## src/rtl/instruction_fetch_pkg.sv

```systemverilog
// Shared types and constants for the instruction fetch unit.
// FETCH_STATE_FAULT is only reachable with INSTRUCTION_FETCH_MISALIGN_TRAP_EN.
package instruction_fetch_pkg;

    localparam int unsigned INSTRUCTION_BYTES = 4;
    localparam logic [31:0] INSTRUCTION_NOP = 32'h0000_0013;

    typedef enum logic [2:0] {
        FETCH_STATE_BOOT  = 3'd0,
        FETCH_STATE_REQ   = 3'd1,
        FETCH_STATE_WAIT  = 3'd2,
        FETCH_STATE_HOLD  = 3'd3,
        FETCH_STATE_FAULT = 3'd4
    } fetch_state_e;

endpackage

```

## src/rtl/instruction_fetch_if.sv

```systemverilog
// Memory request/response and execute-side handshake bundle.
// master is the fetch unit, slave is memory plus execute.
interface instruction_fetch_if;

    logic        imem_req_valid;
    logic        imem_req_ready;
    logic [31:0] imem_req_addr;
    logic        imem_rsp_valid;
    logic [31:0] imem_rsp_data;
    logic        instr_valid;
    logic        instr_ready;
    logic [31:0] instruction;
    logic [31:0] pc;
    logic [31:0] pcNext;
    logic        redirect_valid;
    logic [31:0] redirect_target;
    logic        fetch_fault;

    modport master (
        output imem_req_valid, imem_req_addr,
        input  imem_req_ready, imem_rsp_valid, imem_rsp_data,
        output instr_valid, instruction, pc, pcNext, fetch_fault,
        input  instr_ready, redirect_valid, redirect_target
    );

    modport slave (
        input  imem_req_valid, imem_req_addr,
        output imem_req_ready, imem_rsp_valid, imem_rsp_data,
        input  instr_valid, instruction, pc, pcNext, fetch_fault,
        output instr_ready, redirect_valid, redirect_target
    );

endinterface

```

## src/rtl/instruction_fetch_pc_register.sv

```systemverilog
// Program counter register with sequential/redirect next-PC selection.
// Redirect targets are word-aligned on load.
module fetch_pc_register
    import instruction_fetch_pkg::*;
#(
    parameter logic [31:0] RESET_PC = 32'h0000_0000
) (
    input  logic        clk,
    input  logic        rst_n,
    input  logic        load,
    input  logic        redirect,
    input  logic [31:0] target,
    output logic [31:0] pc,
    output logic [31:0] pcNext
);

    localparam logic [31:0] STEP  = 32'(INSTRUCTION_BYTES);
    localparam logic [31:0] ALIGN = ~(STEP - 32'd1);

    assign pcNext = pc + STEP;

    always_ff @(posedge clk or negedge rst_n) begin
        if (!rst_n) begin
            pc <= RESET_PC;
        end else if (load) begin
            pc <= redirect ? (target & ALIGN) : pcNext;
        end
    end

endmodule

```

## src/rtl/instruction_fetch.sv

```systemverilog
// Instruction fetch: BOOT/REQ/WAIT/HOLD sequencer and instruction register.
// INSTRUCTION_FETCH_MISALIGN_TRAP_EN adds a sticky FAULT on misaligned redirects.
module instruction_fetch
    import instruction_fetch_pkg::*;
#(
    parameter logic [31:0] RESET_PC = 32'h0000_0000
) (
    input logic                 clk,
    input logic                 rst_n,
    instruction_fetch_if.master bus
);

    fetch_state_e state;
    logic         pc_load;

`ifdef INSTRUCTION_FETCH_MISALIGN_TRAP_EN
    logic bad_target;

    assign bad_target = bus.redirect_valid &&
                        (bus.redirect_target[1:0] != 2'b00);
    assign pc_load = (state == FETCH_STATE_HOLD) &&
                     bus.instr_ready && !bad_target;
`else
    assign pc_load = (state == FETCH_STATE_HOLD) && bus.instr_ready;
    assign bus.fetch_fault = 1'b0;
`endif

    fetch_pc_register #(
        .RESET_PC (RESET_PC)
    ) u_pc (
        .clk      (clk),
        .rst_n    (rst_n),
        .load     (pc_load),
        .redirect (bus.redirect_valid),
        .target   (bus.redirect_target),
        .pc       (bus.pc),
        .pcNext   (bus.pcNext)
    );

    assign bus.imem_req_addr = bus.pc;

    always_ff @(posedge clk or negedge rst_n) begin
        if (!rst_n) begin
            state              <= FETCH_STATE_BOOT;
            bus.imem_req_valid <= 1'b0;
            bus.instr_valid    <= 1'b0;
            bus.instruction    <= INSTRUCTION_NOP;
`ifdef INSTRUCTION_FETCH_MISALIGN_TRAP_EN
            bus.fetch_fault    <= 1'b0;
`endif
        end else begin
            case (state)
                FETCH_STATE_BOOT: begin
                    state              <= FETCH_STATE_REQ;
                    bus.imem_req_valid <= 1'b1;
                end
                // a response in the acceptance cycle is ignored
                FETCH_STATE_REQ: begin
                    if (bus.imem_req_ready) begin
                        state              <= FETCH_STATE_WAIT;
                        bus.imem_req_valid <= 1'b0;
                    end
                end
                FETCH_STATE_WAIT: begin
                    if (bus.imem_rsp_valid) begin
                        state           <= FETCH_STATE_HOLD;
                        bus.instruction <= bus.imem_rsp_data;
                        bus.instr_valid <= 1'b1;
                    end
                end
                FETCH_STATE_HOLD: begin
                    if (bus.instr_ready) begin
                        bus.instr_valid <= 1'b0;
`ifdef INSTRUCTION_FETCH_MISALIGN_TRAP_EN
                        if (bad_target) begin
                            state           <= FETCH_STATE_FAULT;
                            bus.fetch_fault <= 1'b1;
                        end else begin
                            state              <= FETCH_STATE_REQ;
                            bus.imem_req_valid <= 1'b1;
                        end
`else
                        state              <= FETCH_STATE_REQ;
                        bus.imem_req_valid <= 1'b1;
`endif
                    end
                end
`ifdef INSTRUCTION_FETCH_MISALIGN_TRAP_EN
                FETCH_STATE_FAULT: begin
                    state <= FETCH_STATE_FAULT;
                end
`endif
                default: begin
                    state              <= FETCH_STATE_BOOT;
                    bus.imem_req_valid <= 1'b0;
                    bus.instr_valid    <= 1'b0;
                end
            endcase
        end
    end

endmodule
```

## src/flat_wrapper.sv

```systemverilog
// flat-port wrapper written by rule: the top's interface ports become plain ports
module instruction_fetch_flat import instruction_fetch_pkg::*;
#(
    parameter logic [31:0] RESET_PC = 32'h0000_0000
)
  (clk, rst_n, bus_imem_req_valid, bus_imem_req_addr, bus_imem_req_ready, bus_imem_rsp_valid, bus_imem_rsp_data, bus_instr_valid, bus_instruction, bus_pc, bus_pcNext, bus_fetch_fault, bus_instr_ready, bus_redirect_valid, bus_redirect_target);
  instruction_fetch_if bus_i ();
  input logic clk;
  input logic rst_n;
  output wire logic [$bits(bus_i.imem_req_valid)-1:0] bus_imem_req_valid;
  output wire logic [$bits(bus_i.imem_req_addr)-1:0] bus_imem_req_addr;
  input wire logic [$bits(bus_i.imem_req_ready)-1:0] bus_imem_req_ready;
  input wire logic [$bits(bus_i.imem_rsp_valid)-1:0] bus_imem_rsp_valid;
  input wire logic [$bits(bus_i.imem_rsp_data)-1:0] bus_imem_rsp_data;
  output wire logic [$bits(bus_i.instr_valid)-1:0] bus_instr_valid;
  output wire logic [$bits(bus_i.instruction)-1:0] bus_instruction;
  output wire logic [$bits(bus_i.pc)-1:0] bus_pc;
  output wire logic [$bits(bus_i.pcNext)-1:0] bus_pcNext;
  output wire logic [$bits(bus_i.fetch_fault)-1:0] bus_fetch_fault;
  input wire logic [$bits(bus_i.instr_ready)-1:0] bus_instr_ready;
  input wire logic [$bits(bus_i.redirect_valid)-1:0] bus_redirect_valid;
  input wire logic [$bits(bus_i.redirect_target)-1:0] bus_redirect_target;
  assign bus_imem_req_valid = bus_i.imem_req_valid;
  assign bus_imem_req_addr = bus_i.imem_req_addr;
  assign bus_i.imem_req_ready = bus_imem_req_ready;
  assign bus_i.imem_rsp_valid = bus_imem_rsp_valid;
  assign bus_i.imem_rsp_data = bus_imem_rsp_data;
  assign bus_instr_valid = bus_i.instr_valid;
  assign bus_instruction = bus_i.instruction;
  assign bus_pc = bus_i.pc;
  assign bus_pcNext = bus_i.pcNext;
  assign bus_fetch_fault = bus_i.fetch_fault;
  assign bus_i.instr_ready = bus_instr_ready;
  assign bus_i.redirect_valid = bus_redirect_valid;
  assign bus_i.redirect_target = bus_redirect_target;
  instruction_fetch #(.RESET_PC(RESET_PC)) u_core (.clk(clk), .rst_n(rst_n), .bus(bus_i));
endmodule
```

## config.mk

```make
export PLATFORM = sky130hd
export DESIGN_NAME = instruction_fetch_flat
export DESIGN_NICKNAME = d
export VERILOG_FILES = /design/src/rtl/instruction_fetch_pkg.sv /design/src/rtl/instruction_fetch_if.sv /design/src/rtl/instruction_fetch_pc_register.sv /design/src/rtl/instruction_fetch.sv /design/src/flat_wrapper.sv
export SDC_FILE = /design/constraint.sdc
export NUM_CORES = 1
export LEC_CHECK = 0
export ABC_AREA = 1
export ABC_CLOCK_PERIOD_IN_PS = 1500
export CORE_UTILIZATION = 37
export DETAILED_ROUTE_END_ITERATION = 12
export HOLD_SLACK_MARGIN = 0.03
export PLACE_DENSITY_LB_ADDON = 0.08
export SLEW_MARGIN = 25
export SYNTH_ARGS = -nofsm -noshare
export SYNTH_HDL_FRONTEND = slang
export SYNTH_SLANG_ARGS = --single-unit
```

## constraint.sdc

```tcl
create_clock -name clk -period 1.5 [get_ports clk]
set_input_delay 0.3 -clock clk [delete_from_list [all_inputs] [get_ports clk]]
set_output_delay 0.3 -clock clk [all_outputs]
set_load 0.005 [all_outputs]
```

== After elaboration in Yosys (flattened, before gate mapping) ==
Index checks and enable logic that the tools add are counted.

* Register bits after elaboration: 69
* Logic and storage cells: 32
* Output and inout port bits: 131
* Bits of input ports: 70

* Bitwise gates (word level): 2
* Mux-type cells: 11
* Add/sub/neg operators: 1
* Reduce and logical (&&, ||, !) cells: 7
* Equal/unequal tests: 6

{| class="wikitable"
|+ Operator list
! operator !! number
|-
| 32-bit by 3-bit adder with 32-bit output (second input constant) || 1
|-
| 32-bit 2-to-1 mux || 1
|-
| 3-bit one-hot mux with 4 select lines || 1
|-
| 3-bit 2-to-1 mux || 3
|-
| 3-bit AND reduction || 3
|-
| 3-bit by 2-bit == test with 1-bit output (second input constant) || 2
|-
| 2-bit != test (second input constant) || 3
|-
| 1-bit 2-to-1 mux || 4
|-
| 1-bit one-hot mux with 4 select lines || 1
|-
| 3-bit by 1-bit == test with 1-bit output (second input constant) || 1
|-
| 3-bit logical NOT || 1
|-
| 1-bit one-hot mux with 3 select lines || 1
|-
| 1-bit NOT || 2
|-
| 2-bit AND reduction || 1
|-
| 2-bit OR reduction || 1
|-
| 1-bit logical AND || 1
|}

== Logic depth before layout (Yosys ltp) ==
Gate-level depths: netlist of run 1.

* Depth in word-level cells: 4
* Depth in mapped cells: 10

== Hierarchy ==
Synthesis of run 1 repeated with hierarchy kept, for this count alone.

* Cell total of the unflattened synthesis: 609
* Area, all modules: 4255.3 µm²

{| class="wikitable"
|+ By module, submodules not included
! module !! instances !! area each (µm²) !! cells each
|-
| fetch_pc_register || 1 || 2416.1 || 399
|-
| instruction_fetch || 1 || 1839.3 || 210
|}

== Least setup slack after synthesis of run 1 ==
Ideal clock, no wire load.

* Path kind: register to output
* Start: register u_core.u_pc.pc[3]
* End: output bus_pcNext[22]
* Buffers on the path: 0
* Stages on the path, launching flop included: 9
* Data arrival time: 1243 ps
* Slack: -43 ps
* Path through: dfrtp_1 -> ha_1 -> nand2_1 -> nor2_4 -> nand2_4 -> nor2_4 -> nand2_1 -> nand2_1 -> nand2_1

* Word-level cells in the longest chain between the ends: 1

{| class="wikitable"
|+ Ends and longest elaborated chain
! item !! RTL line !! text
|-
| from (decl) || instruction_fetch_pc_register.sv:13 || <nowiki>output logic [31:0] pc,</nowiki>
|-
| from (signal assigned) || instruction_fetch_pc_register.sv:26 || <nowiki>pc <= redirect ? (target & ALIGN) : pcNext;</nowiki>
|-
| 32-bit by 3-bit adder with 32-bit output || instruction_fetch_pc_register.sv:20 || <nowiki>assign pcNext = pc + STEP;</nowiki>
|-
| to (decl) || flat_wrapper.sv:18 || <nowiki>output wire logic [$bits(bus_i.pcNext)-1:0] bus_pcNext;</nowiki>
|}

Every way passes these cells.

== Final worst setup path of run 1 ==
* Start: register u_core.u_pc.pc[2]
* End: output bus_pcNext[22]

Same word-level chain as after synthesis.

==> reports/qor.yml, run 1 <==
status: "finished with violations"
violations: "negative setup slack"
tns_ns: -17.89
final_nets: 904
grt_pass1_vias: 4626
cts.reportedPaths.clkPinSlew_ns: 0.08
wire_per_inst_um: 15.2
max-cap-violations: 0
die_w_um: 108
p_leak_uw: 0.00380
antenna_found_initial: 0
clk-insertion-delay-late_ns: 0.35
area_growth_syn_to_layout_pct: 85.1
drt-total-wl_um: 14700
start_kind: "register"
cts_root_buf: "clkbuf_8"
synth_area_per_cell_um2: 7.84
numCtsBuffers: 9
ys_seq_area_share_pct: 40.0
synth_enable_flop_cells: 0
min_period_over_period_pct: 146
worstHoldPathType: "input pin to asynchronous set/reset pin"
gp_congestion: 0.847
start_util_pct: 38.0
final_antenna_net_count: 0
synth_top_cell_by_area: "dfrtp_1"
hold_ws_ns: 0.477
clock_path_buffers: 2
remaining_drc_errors: 0
p_total_uw: 15000
yosysMostFrequentCell: "nand2_1"
diodes: 0
min_period_ns: 2.20
rsz0062_at_grt: "yes"
timing_hold_violations_final: 0
cpMaxStageDelayCell: "dfrtp_1"
endpoint_kind: "primary output"
critPathRequiredTime_ns: 1.20
dpl_worst_slack_ns: -0.601
drt_first_pass_iters: 4
drv_slew: 0
rows: 38
critical_path_arrival_ns: 1.90
async_flop_share_pct: 100
fin_ws_ns: -0.696
synth_seq_cells: 66
grt_first_pass_wirelength_um: 21700
power_density_mw_per_mm2: 1950
grt_usage_pct: 24.2
vias: 4683
critPathKind: "register to primary output"
drive_gt1_share_pct: 45.5
timing.fmax_mhz: 455
core_mm2: 0.0109
ys_warn_count: 0
drtIter0Drc: 198
synth_cell_types: 32
cp_cell_sequence: "ha_2 -> nand2_2 -> nor2_4 -> nand2_4 -> buf_6 -> nor2_4 -> nand2_2 -> nand2_2 -> nand2_2 -> buf_2"
synth_flop_cell: "dfrtp_1"
cp_max_fo: 6
portBuffers: 191
crit_top_cell: "nand2_2"
viasPerCell: 4.81
syn_area_mm2: 0.00414
fin_skew_ns: 0.0133
cts_tree: "yes"
ios: 201
die_h_um: 108
grt_max_degree: 35
h-tree-depth: 3
cts.sinks: 66
die-area_mm2: 0.0116
rr_worst_depth: 14
yosys-top-cells-area: "dfrtp_1 38%, nand2_1 13%, mux2_2 8.7%"
peakVddDrop_mv: 1.03
setup_violations: 52
netlist_top_cells_count: "147 x nand2_1, 71 x nor2_1, 63 x dfrtp_1"
grt-ovfl-total: 0
detailed_place_hpwl_um: 9470
synth_top_area_share_pct: 38.1
syn_inst: 528
critical_path.max_stage_delay_ns: 0.37
==> through the flow <==
stage	util, %	std cells	instance area (um^2)
CTS	67.9	963	7390
finish	70.4	973	7660
detailed placement	59.6	884	6490
global route	70.4	973	7660
floorplan	-	534	4170
global placement	59.6	884	6490
==> cells in the final DEF (no fill, tap or decap), types with 4 or more instances in the layout <==
| master | count |
|---|---|
| a21oi_1 | 18 |
| a21oi_2 | 6 |
| buf_12 | 5 |
| buf_2 | 42 |
| buf_4 | 70 |
| buf_6 | 93 |
| clkbuf_2 | 8 |
| clkbuf_8 | 9 |
| clkdlybuf4s15_2 | 4 |
| clkdlybuf4s50_1 | 66 |
| conb_1 | 7 |
| dfrtp_1 | 61 |
| dlygate4sd2_1 | 43 |
| ha_1 | 4 |
| inv_1 | 38 |
| mux2_2 | 32 |
| nand2_1 | 114 |
| nand2_2 | 33 |
| nand2_4 | 8 |
| nand3_1 | 15 |
| nand3_2 | 10 |
| nor2_1 | 61 |
| nor2_2 | 6 |
| nor2_4 | 16 |
| o21ai_0 | 10 |
| o21ai_2 | 5 |
| o22ai_1 | 5 |
| xor2_2 | 4 |
==> what timing repair did <==
item,in CTS,in global routing
pin swaps,36,27
endpoints found under the hold margin,63,0
cloned,0,2
setup endpoints to repair,132,121
setup buffers,64,24
hold buffers,1,0
resized for setup,437,101
==> layer usage <==
| layer | share of wire [%] | track usage [%] |
|---|---|---|
| met1 | 38 | 27.7 |
| met2 | 53 | 42.3 |
| met4 | 1.9 | 9.00 |
| met5 | 0 | 0 |
| met3 | 7.6 | 7.38 |
==> final timing paths <==
path                       slack (ns)                                   from                                     to
min in group clk                 0.50  u_core.bus.instruction[2]$_DFFE_PN0P_  u_core.bus.instruction[2]$_DFFE_PN0P_
max reg2reg                     -0.38          u_core.u_pc.pc[2]$_DFFE_PN0N_         u_core.u_pc.pc[22]$_DFFE_PN0N_
min reg2reg                      0.50  u_core.bus.instruction[2]$_DFFE_PN0P_  u_core.bus.instruction[2]$_DFFE_PN0P_
min                              0.48                                  rst_n         u_core.u_pc.pc[13]$_DFFE_PN0N_
max in group asynchronous        0.76                                  rst_n  u_core.bus.instruction[4]$_DFFE_PN1P_
max                             -0.70          u_core.u_pc.pc[2]$_DFFE_PN0N_                         bus_pcNext[22]
==> layout make-up <==
type	count	area, um^2
Inverter	44	173
Clock buffer	9	124
Clock inverter	7	125
Timing Repair Buffer	335	3060
Sequential cell	66	1660
Multi-Input combinational cell	372	2340
Tap cell	140	175
Fill cell	871	3230
==> power breakdown <==
group	leakage [uW]	switching, uW	internal, uW
logic	0.00289	4270	5450
registers	0.000779	636	2710
clock network	0.000124	783	1120
total	0.00380	5690	9280
==> worst max-delay path, delay by kind of cell, from the launching register on <==
kind	cells	cell delay (ns)
simple gates	7	0.70
flops	1	0.37
fa+ha+maj	1	0.19
buf+inv	2	0.27
==> state kept, by name, indices dropped and copies added (netlist names) <==
name and count:
u_core.u_pc.pc 30, u_core.bus.instr_valid 1, u_core.bus.instruction 32, u_core.state 2, u_core.bus.imem_req_valid 1
==> logic make-up (layout without fill, tap and decap cells) <==
group | count (synthesis) | in the layout | share of synthesized area (%)
flops | 66 | 66 | 40.0
fa+ha+maj | 6 | 6 | 1.81
compound gates | 47 | 47 | 6.02
mux | 32 | 32 | 8.71
buf+inv | 96 | 395 | 12.2
other cells | 1 | 7 | 0.0906
xor+xnor | 7 | 7 | 1.48
simple gates | 273 | 273 | 29.7
No activity file was read; power rests on OpenSTA's default activity.
==> run 2, diff against run 1 <==
Settings changed: ABC_CLOCK_PERIOD_IN_PS 1500 to 2800, CORE_UTILIZATION 37 to 42.
Clock period 1.5 ns to 2.8 ns, I/O delays scaled along.
==> run 2 against run 1 <==
Against the previous run: the run now ends clean; global-route usage is 1.1 points lower; total power decreased by 56%; non-clock buffer count fell by 131; register-to-register slack better by 1.5 ns; largest cell class unchanged; highest routed layer unchanged.
==> reports/qor.yml, run 2 (synthesis gave the netlist of run 1 again) <==
status: "completed"
largest_reg_flops: 32  # unchanged
worstHoldPathType: "input pin to asynchronous set/reset pin"
regMostFlops: "u_core.bus.instruction"
final_antenna_net_count: 0  # unchanged
min_period_ns: 2.74
start_util_pct: 44.2  # +6.2 points
final_nets: 773  # -14%
final_cell_mix: "187 x clkdlybuf4s50_1, 146 x nand2_1, 69 x nor2_1"
worst_slew_pin_slew_ns: 0.667
drive_gt1_share_pct: 15.7  # -30 points
highest_layer: "met4"
detailed_place_hpwl_um: 8720  # -7.9%
critical_path_arrival_ns: 2.18  # +0.28 ns
portBuffers: 191  # unchanged
endpoint_kind: "primary output"
cp_max_fo: 4  # -2
clock_path_buffers: 2  # unchanged
m1WireLength_um: 4500  # -20%
timing_hold_violations_final: 0  # unchanged
cp_cell_sequence: "ha_2 -> nand2_1 -> nor2_4 -> nand2_2 -> nor2_4 -> nand3_1 -> nand2_1 -> clkdlybuf4s50_1"
seq_area_mm2: 0.00167  # +0.91%
relSlewSlack_pct: 55.5
area_growth_syn_to_layout_pct: 50.6
ios: 201  # unchanged
grt_first_pass_wirelength_um: 18400  # -15%
min_period_over_period_pct: 97.8
r2r_setup_slack_ns: 1.09  # +1.47 ns
remaining_drc_errors: 0  # unchanged
cts.sinks: 66  # unchanged
wl_met2_um: 6050  # -22%
gp_congestion: 0.886  # +4.6%
critPathKind: "register to primary output"
cpMaxStageDelayCell: "clkdlybuf4s50_1"
cts_root_buf: "clkbuf_8"
viasPerCell: 4.75  # -1.3%
wl_met3_um: 930  # -17%
cts.reportedPaths.clkPinSlew_ns: 0.08  # about the same
core_mm2: 0.00937  # -14%
numCtsBuffers: 9  # unchanged
wire_per_inst_um: 14.1  # -7.2%
grt-ovfl-total: 0  # unchanged
vias: 3949  # -16%
multi_input_area_mm2: 0.00201  # -14%
max-cap-violations: 0  # unchanged
die_w_um: 101  # -6.0%
power_density_mw_per_mm2: 1050  # -46%
h-tree-depth: 3  # unchanged
cts_tree: "yes"
drv_slew: 0  # unchanged
final_common_cell: "clkdlybuf4s50_1"
timing.fmax_mhz: 365
rsz0062_at_grt: "yes"
setup_violations: 0  # -100%
worst-path-buf-inv: 1  # -1
top_regs: "u_core.bus.instruction: 32 flops, u_core.u_pc.pc: 30 flops, u_core.state: 2 flops"
diodes: 0  # unchanged
die-area_mm2: 0.0103  # -12%
antenna_found_initial: 0  # unchanged
fillers: 837  # -3.9%
critical_path.max_stage_delay_ns: 0.50  # +0.13 ns
utilization_pct: 66.5  # -3.8 points
p_total_uw: 6530  # -56%
cp_top_family: "simple AND/OR/NAND/NOR gates"
peakVddDrop_mv: 0.569  # -45%
grt_max_degree: 45  # +29%
critPathRequiredTime_ns: 2.24  # +1.04 ns
drt_first_pass_iters: 4  # unchanged
rows: 35  # -7.9%
drt-total-wl_um: 11700  # -21%
die_h_um: 101  # -6.0%
start_kind: "register"
p_leak_uw: 0.00281  # -26%
grt_pass1_vias: 3929  # -15%
fin_skew_ns: 0.00713  # -0.00618 ns
fin_ws_ns: 0.0604  # +0.756 ns
clk-insertion-delay-late_ns: 0.33  # -0.02 ns
dpl_worst_slack_ns: 0.271  # +0.872 ns
grt_usage_pct: 23.1  # -1.1 points
drtIter0Drc: 118  # -40%
## run 2: metal layers
| metal | track usage [%] | vias to the layer above |
|---|---|---|
| li1 | - | 1946 |
| met1 | 26.3 | 1860 |
| met2 | 41.2 | 129 |
| met3 | 6.76 | 14 |
| met4 | 8.36 | 0 |
| met5 | 0 | - |
## run 2: power breakdown
group          internal [uW]  switching [uW]  total [uW]
logic                   2260            1490        3750
registers               1470             512        1980
clock network            410             391         801
## run 2: layout make-up
cell class	count	area share [%]
inverters	44	2.65
multi-input cells	372	32.3
well taps	129	2.59
flip-flops and latches	66	26.8
clock buffers	9	1.99
repair buffers	204	32.5
clock inverters	7	1.12
## run 2: worst register-to-register path, stage by stage, from the launching register on
cell and delay, ns:
dfrtp_1 0.43, inv_1 0.09, ha_1 0.23, nand2_1 0.07
buf_4 0.36, mux2_2 0.39
## run 2: what timing repair did
| action | 4_1_cts | 5_1_grt |
|---|---|---|
| resized for setup | 1 | 21 |
| pin swaps | 0 | 8 |
| buffers inserted | 2 | 6 |
| setup endpoints to repair | 4 | 15 |
| hold buffers | 0 | 0 |
## run 2: metrics by stage
step / std cells / instance area (um^2) / hold WS, ns / TNS [ns]
2_1_floorplan: 534 / 4160 / 0.264 / 0
3_3_place_gp: 807 / 5940 / 0.476 / 0
3_5_place_dp: 807 / 5940 / 0.477 / 0
4_1_cts: 825 / 6150 / 0.240 / 0
5_1_grt: 831 / 6230 / 0.276 / -0.0982
6_report: 831 / 6230 / 0.232 / 0
## run 2: final timing paths
| path | start | endpoint | cells past startpoint |
|---|---|---|---|
| min | rst_n | u_core.u_pc.pc[9]$_DFFE_PN0N_ | 1 |
| max reg2reg | u_core.state[0]$_DFFE_PN0P_ | u_core.bus.instruction[17]$_DFFE_PN0P_ | 5 |
| max | u_core.u_pc.pc[2]$_DFFE_PN0N_ | bus_pcNext[28] | 8 |
| min reg2reg | u_core.bus.instr_valid$_DFFE_PN0P_ | u_core.bus.instr_valid$_DFFE_PN0P_ | 2 |
| min in group clk | u_core.bus.instr_valid$_DFFE_PN0P_ | u_core.bus.instr_valid$_DFFE_PN0P_ | 2 |
| max in group asynchronous | rst_n | u_core.u_pc.pc[11]$_DFFE_PN0N_ | 2 |
